==> src/rtl/uart_rx_fifo.sv <==
// uart_rx_fifo: receive-side byte buffer behind a UART receiver.
// Captures each byte the receiver flags ready, acknowledges it through the
// clear-ready handshake and queues it in a circular FIFO of 2^DEPTH_LOG2 bytes.
// Provides empty/full/count status and a sticky overflow flag for dropped bytes.
//
// Optional feature macro: UART_RX_FIFO_FWFT_EN
//   defined   -> first-word fall-through read port (head byte always visible,
//                valid_o = !empty_o, zero read latency)
//   undefined -> registered read port (data_o/valid_o one cycle after read_i)
//
// Handshake: the receiver raises rx_ready_i and keeps it high until it sees
// rx_clear_ready_o; the capture FSM takes exactly one byte per ready assertion
// and holds rx_clear_ready_o high until rx_ready_i falls, so the clear pulse is
// always low again before the receiver can present the next byte. On the
// consumer side, read_i is a pop request that is accepted only when the FIFO
// is not empty; requests while empty are silently ignored.
module uart_rx_fifo #(
    parameter int DEPTH_LOG2 = 4
) (
    input  logic                  reset_i,
    input  logic                  clock_i,
    input  logic [7:0]            rx_data_i,
    input  logic                  rx_ready_i,
    output logic                  rx_clear_ready_o,
    input  logic                  read_i,
    output logic [7:0]            data_o,
    output logic                  valid_o,
    output logic                  empty_o,
    output logic                  full_o,
    output logic [DEPTH_LOG2:0]   count_o,
    output logic                  overflow_o,
    input  logic                  clear_overflow_i
);

    localparam int DEPTH = 1 << DEPTH_LOG2;

    typedef enum logic {
        IDLE = 1'b0,
        ACK  = 1'b1
    } state_t;

    state_t                  state_q;
    logic                    clear_q;
    logic [7:0]              mem_q [DEPTH];
    logic [DEPTH_LOG2-1:0]   wr_ptr_q;
    logic [DEPTH_LOG2-1:0]   rd_ptr_q;
    logic [DEPTH_LOG2:0]     count_q;
    logic [DEPTH_LOG2:0]     count_d;
    logic                    overflow_q;

    logic empty;
    logic full;
    logic capture;
    logic pop;
    logic wr_en;
    logic drop;

    // Count never exceeds DEPTH, so its MSB alone marks the full condition.
    assign empty   = (count_q == '0);
    assign full    = count_q[DEPTH_LOG2];
    assign capture = (state_q == IDLE) && rx_ready_i;
    assign pop     = read_i && !empty;
    // A full FIFO still accepts the byte when the head leaves in the same cycle.
    assign wr_en   = capture && (!full || pop);
    assign drop    = capture && full && !pop;

    // Occupancy next-state: simultaneous write and pop leaves it unchanged.
    always_comb begin
        count_d = count_q;
        case ({wr_en, pop})
            2'b10:   count_d = count_q + (DEPTH_LOG2 + 1)'(1);
            2'b01:   count_d = count_q - (DEPTH_LOG2 + 1)'(1);
            default: count_d = count_q;
        endcase
    end

    // Capture FSM: one capture per ready assertion, registered clear-ready.
    always_ff @(posedge clock_i or posedge reset_i) begin
        if (reset_i) begin
            state_q <= IDLE;
            clear_q <= 1'b0;
        end else begin
            case (state_q)
                IDLE: begin
                    if (rx_ready_i) begin
                        clear_q <= 1'b1;
                        state_q <= ACK;
                    end
                end
                ACK: begin
                    if (!rx_ready_i) begin
                        clear_q <= 1'b0;
                        state_q <= IDLE;
                    end
                end
                default: begin
                    clear_q <= 1'b0;
                    state_q <= IDLE;
                end
            endcase
        end
    end

    // Byte storage; contents are meaningless until written, so no reset.
    always_ff @(posedge clock_i) begin
        if (wr_en) begin
            mem_q[wr_ptr_q] <= rx_data_i;
        end
    end

    // Pointers wrap naturally modulo depth; count tracks occupancy.
    always_ff @(posedge clock_i or posedge reset_i) begin
        if (reset_i) begin
            wr_ptr_q <= '0;
            rd_ptr_q <= '0;
            count_q  <= '0;
        end else begin
            if (wr_en) begin
                wr_ptr_q <= wr_ptr_q + DEPTH_LOG2'(1);
            end
            if (pop) begin
                rd_ptr_q <= rd_ptr_q + DEPTH_LOG2'(1);
            end
            count_q <= count_d;
        end
    end

    // Sticky overflow: a drop in the same cycle as a clear keeps it set.
    always_ff @(posedge clock_i or posedge reset_i) begin
        if (reset_i) begin
            overflow_q <= 1'b0;
        end else if (drop) begin
            overflow_q <= 1'b1;
        end else if (clear_overflow_i) begin
            overflow_q <= 1'b0;
        end
    end

`ifdef UART_RX_FIFO_FWFT_EN
    // Fall-through read port: head byte is presented combinationally.
    assign data_o  = mem_q[rd_ptr_q];
    assign valid_o = !empty;
`else
    logic [7:0] data_q;
    logic       valid_q;

    // Registered read port: popped byte appears for one cycle, then holds.
    always_ff @(posedge clock_i or posedge reset_i) begin
        if (reset_i) begin
            data_q  <= 8'h00;
            valid_q <= 1'b0;
        end else begin
            valid_q <= pop;
            if (pop) begin
                data_q <= mem_q[rd_ptr_q];
            end
        end
    end

    assign data_o  = data_q;
    assign valid_o = valid_q;
`endif

    assign rx_clear_ready_o = clear_q;
    assign empty_o          = empty;
    assign full_o           = full;
    assign count_o          = count_q;
    assign overflow_o       = overflow_q;

endmodule

==> config.mk <==
export PLATFORM = sky130hd
export DESIGN_NAME = uart_rx_fifo
export DESIGN_NICKNAME = d
export VERILOG_FILES = /design/src/rtl/uart_rx_fifo.sv
export SDC_FILE = /design/constraint.sdc
export NUM_CORES = 1
export LEC_CHECK = 0
export ABC_AREA = 1
export CAP_MARGIN = 25
export CORE_UTILIZATION = 30
export CTS_BUF_LIST = sky130_fd_sc_hd__clkbuf_2 sky130_fd_sc_hd__clkbuf_4 sky130_fd_sc_hd__clkbuf_8
export DETAILED_ROUTE_END_ITERATION = 16
export GPL_TIMING_DRIVEN = 0
export PLACE_DENSITY_LB_ADDON = 0.2
export SYNTH_ARGS = -nofsm -noshare
export SYNTH_HDL_FRONTEND = slang
export SYNTH_SLANG_ARGS = --single-unit
==> constraint.sdc <==
create_clock -name clock_i -period 4.13 [get_ports clock_i]
set_clock_uncertainty 0.15 [all_clocks]
set_input_delay 0.826 -clock clock_i [delete_from_list [all_inputs] [get_ports clock_i]]
set_output_delay 0.826 -clock clock_i [all_outputs]
set_load 0.01 [all_outputs]
# Yosys cells after proc, flatten, opt, wreduce, memory -nomap -nowiden
# Memory sizes are Yosys's and may differ from the RTL's. A register that Yosys moved wholly into a read port is not among the register bits.
# Cells that the tools add are included.
[classes] n_addsub=4 eq_ne=4 mux=9 bitwise_logic=1 n_reduce_logical=13
[ops] op="case mux 5 bit (2 select lines)" count=1
[ops] op="adder 4 x 1 -> 4 bit (second input constant)" count=2
[ops] op="two-way mux 1 bit" count=7
[ops] op="adder 5 x 1 -> 5 bit (second input constant)" count=1
[ops] op="logical AND 1 bit" count=5
[ops] op="logical NOT 5 bit" count=1
[ops] op="subtractor 5 x 1 -> 5 bit (second input constant)" count=1
[ops] op="inequality test 2 bit (second input constant)" count=2
[ops] op="nonzero test 2 bit" count=2
[ops] op="logical NOT 1 bit" count=3
[ops] op="== test 2 x 1 -> 1 bit (second input constant)" count=1
[ops] op="== test 2 bit (second input constant)" count=1
[ops] op="case mux 1 bit (2 select lines)" count=1
[ops] op="AND reduction 2 bit" count=1
[ops] op="logical OR 1 bit" count=1
[ops] op="NOT 1 bit" count=1
[word_totals] register_bits=17 ramBits=128 in_bits=13 word_cells=39 memories=1
[mem_list] memory="mem_q" depth=16 word_bits=8 read_ports=1 rd_ports_with_merged_regs=1 write_ports=1 line_no="44" rtl="logic [7:0] mem_q [DEPTH];"

# Logic depth before layout (Yosys ltp)
[depth] word_depth=7 mapped_depth=15

# Least setup slack after synthesis
# OpenSTA, ideal clock, no wires.
[synth_timing] path_type="input to register" from="input port read_i" to="register count_q[4], in the netlist count_o[4]" t_arrival_ns=2.198 t_required_ns=3.863 slack_ns=1.666 cell_stages=13 n_path_buf=1 path_cell_list="nand2_1 > inv_1 > buf_2 > ha_1 > xor2_1 > ha_1 > inv_1 > nand2_1 > nand3_1 > nand2_1 > xor2_1 > nand2_1 > nand2_1"
[synth_between] elab_chain_cells=5 word_cells_on_any_way=7 classes_between="2 x eq/ne; 1 x mux; 4 x reduce/logical"
[synth_lines] element="start: declaration" line_no="25" rtl="input logic read_i,"
[synth_lines] element="logical AND 1 bit (*)" line_no="62" rtl="assign pop = read_i && !empty;"
[synth_lines] element="named net pop" line_no="54" rtl="logic pop;"
[synth_lines] element="logical OR 1 bit" line_no="64" rtl="assign wr_en = capture && (!full || pop);"
[synth_lines] element="logical AND 1 bit" line_no="64"
[synth_lines] element="== test 2 x 1 -> 1 bit or == test 2 bit (tied branches)" line_no="70" rtl="case ({wr_en, pop})"
[synth_lines] element="case mux 5 bit (2 select lines) or nonzero test 2 bit (tied branches)"
[synth_lines] element="end signal: assignment" line_no="124" rtl="count_q <= count_d;"
[synth_lines] element="end: declaration" line_no="47" rtl="logic [DEPTH_LOG2:0] count_q;"
# Mark *: on every way through the listed nets, which the timed path passes. The rest lies on a longest branch.
# A chain may end at the register's enable or synchronous reset.

# Worst setup path in the final report
# Same ends and word-level chain as after synthesis.

==> metrics.txt <==
# IOs 31; wire per inst 16.4 um; RR Endpoint count_o[4]$_DFFE_PP0P_; P&R area growth vs syn 16.9%; post-CTS sizing 0; placed cell count 983; Worst Setup EP count_o[4]$_DFFE_PP0P_; gpl congestion 0.853; setup bufs post-CTS 0; Routed WL 16600 um; Worst slew margin 43.0%; synthesized cell area 6770 sq um; top layer in use met4; worst setup margin 1290 ps; mean post-synth cell area 10.1 sq um; Final Critical Period 2840 ps; antenna violations before repair 0; Max Clock Freq 0.352 GHz; Crit Path Class primary input to flop; Num Clock Sinks 153; first-pass iteration count of the detailed router 11; total track usage 15.4%; final setup fails 0; first-pass GRT wire length 26200 um; routed wl met3 808 um; register bit total from synthesis 153; fin. max-slew vios 0; CP max stage delay 500 ps; fill count 2192; Final Hold Viols 0; Post-CTS Hold Buffers 0; multi-input logic area 1700 sq um; worst skew pair latency 450 ps; Antenna Nets Post-Route 0; Crit. End Element flop; die height 152 um; # H-tree levels 4; largest net degree at the start of global routing 26; Reg2Reg Depth 15; RSZ-0062 raised after global routing false; setup TNS 0 ps; die area 23200 sq um; floorplan row count 54; Max VDD drop 0.241 mV; Final nets 746; Critical Path Most Common Cell nand2_1; Critical path buffers and inverters 4; clock buffer depth 2; critical path arrival 3080 ps; max_cap viols 0; Clock Pin Slew Worst Setup and Hold Paths 80 ps; sequential area share after synthesis 66.0%; cell area power density 654 nW/um^2; post-route insts no fill 1015; Setup Slack @ Placement 840 ps; delay-heaviest family, CP buffers and inverters; r2r setup slk 1530 ps; Mapped Nets 696; Final HPWL DP 11800 um; met2 wire length 7710 um; Reg-to-Reg Start count_o[4]$_DFFE_PP0P_; TritonCTS clock tree done; Crit Path Max Fanout 12; Synthesis Warnings 0; Root Buffer clkbuf_8; final worst path period share 68.8%; Worst-Margin Slew 852 ps; Startpoint Class primary input; crit path max-delay cell type clkdlybuf4s50_1; sequential cell area 4470 sq um; Synth cell types 21; CTS buffer count 17; outcome finished, violations left; failing checks design-rule violations; core area 22000 sq um; worst hold path class flop to flop; cell count after synthesis 673; DRC Markers 1; Die Wd 152 um; via total after detailed routing 4546; ant diodes 0; WP depth 14; power consumption 5.18 mW; port buffer count 30; share of cells above drive strength 1 8.16%; Critical path origin read_i; initial cell density of the core 30.8%; vias per inst 4.48; GRT overflow 0; number of global-route vias before repair 4521; first-iteration detailed-routing DRC count 374; crit path cell chain clkdlybuf4s50_1, nand2_1, inv_1, buf_2, ha_1, xor2_1, ha_1, inv_1, nand2_1, nand3_1, nand2_1, xor2_1, nand2_1, nand2_1; wire length on met1 7620 um; Worst EP required 4370 ps; leakage power 3.47 nW
## power breakdown
part           leakage (nW)  switching, mW  total (mW)  internal (mW)
clock                 0.236          0.555        1.34          0.781
combinational          1.78           1.23        1.90          0.663
sequential             1.45          0.107        1.95           1.84
## layer usage
metal / GRT usage, % / up-vias
met4: 6.07 / 0
met3: 2.99 / 26
met5: 0 / -
met1: 20.5 / 2164
met2: 24.6 / 111
li1: - / 2245
## sequential cells by signal, summed over array words and instances (netlist names)
signal and flops:
rd_ptr_q 4, valid_o 1, state_q 1, overflow_o 1
count_o 5, wr_ptr_q 4, rx_clear_ready_o 1, mem_q 128
data_o 8
## worst min-delay path by stage
stage | depth (start not counted) | from | to
after floorplan | 1 | state_q$_DFF_PP0_ | rx_clear_ready_o$_DFFE_PP0P_
after global placement | 1 | state_q$_DFF_PP0_ | rx_clear_ready_o$_DFFE_PP0P_
after detailed placement | 2 | data_o[2]$_DFFE_PP0P_ | data_o[2]$_DFFE_PP0P_
after CTS | 2 | data_o[2]$_DFFE_PP0P_ | data_o[2]$_DFFE_PP0P_
after global routing | 2 | data_o[1]$_DFFE_PP0P_ | data_o[1]$_DFFE_PP0P_
final | 1 | state_q$_DFF_PP0_ | rx_clear_ready_o$_DFFE_PP0P_
## kinds of logic (layout without fill, tap and decap cells)
kind of cell	count (synthesis)	after routing	synth area share, %
XOR/XNOR	10	10	1.29
adder cells (fa/ha/maj)	10	10	1.85
buffers and inverters	146	208	9.00
AO/OA/AOI/OAI	10	10	0.868
flip-flops	153	153	66.0
AND/OR/NAND/NOR	344	344	21.0
## Yosys cell counts
master	number	area, sq um
a21boi_0	1	7.51
xor2_1	9	78.8
clkbuf_1	2	7.51
buf_4	9	67.6
clkinv_1	2	7.51
a21oi_1	1	5.00
o21ai_0	6	30.0
buf_2	16	80.1
buf_6	1	11.3
dfrtp_1	25	626
edfxtp_1	128	3840
nand2_1	222	833
nand4_1	2	12.5
xnor2_1	1	8.76
inv_2	1	3.75
inv_1	115	432
nand3_1	102	510
ha_1	10	125
nor2_1	18	67.6
o21ai_2	1	8.76
o21bai_1	1	7.51
## cell type report
class / instances / share of cell area [%]
Sequential cell: 153 / 56.4
Timing Repair Buffer: 31 / 4.14
Tap cell: 280 / 4.42
Buffer: 28 / 2.10
Clock inverter: 13 / 2.84
Multi-Input combinational cell: 374 / 21.4
Clock buffer: 18 / 3.05
Inverter: 118 / 5.59
## layout by cell type (no fill, tap or decap), types with 2 or more instances in the layout
cell type and n:
ha_1 10, bufinv_16 6, edfxtp_1 128, nand2_1 222
inv_1 115, buf_2 16, clkbuf_1 2, nor2_1 18
dfrtp_1 25, xor2_1 9, o21ai_0 6, clkinv_2 4
nand3_1 102, clkdlybuf4s50_1 30, nand4_1 2, buf_4 9
clkbuf_8 17, clkinv_1 2
## metrics by stage
step	cell area, sq um	hold WS [ps]	utilization [%]
after floorplan	6770	285	-
after global placement	7420	296	33.8
after detailed placement	7420	316	33.8
after CTS	7890	337	35.9
after global routing	7920	356	36.1
final	7920	327	36.1
Power figures use the tool's default switching activity.
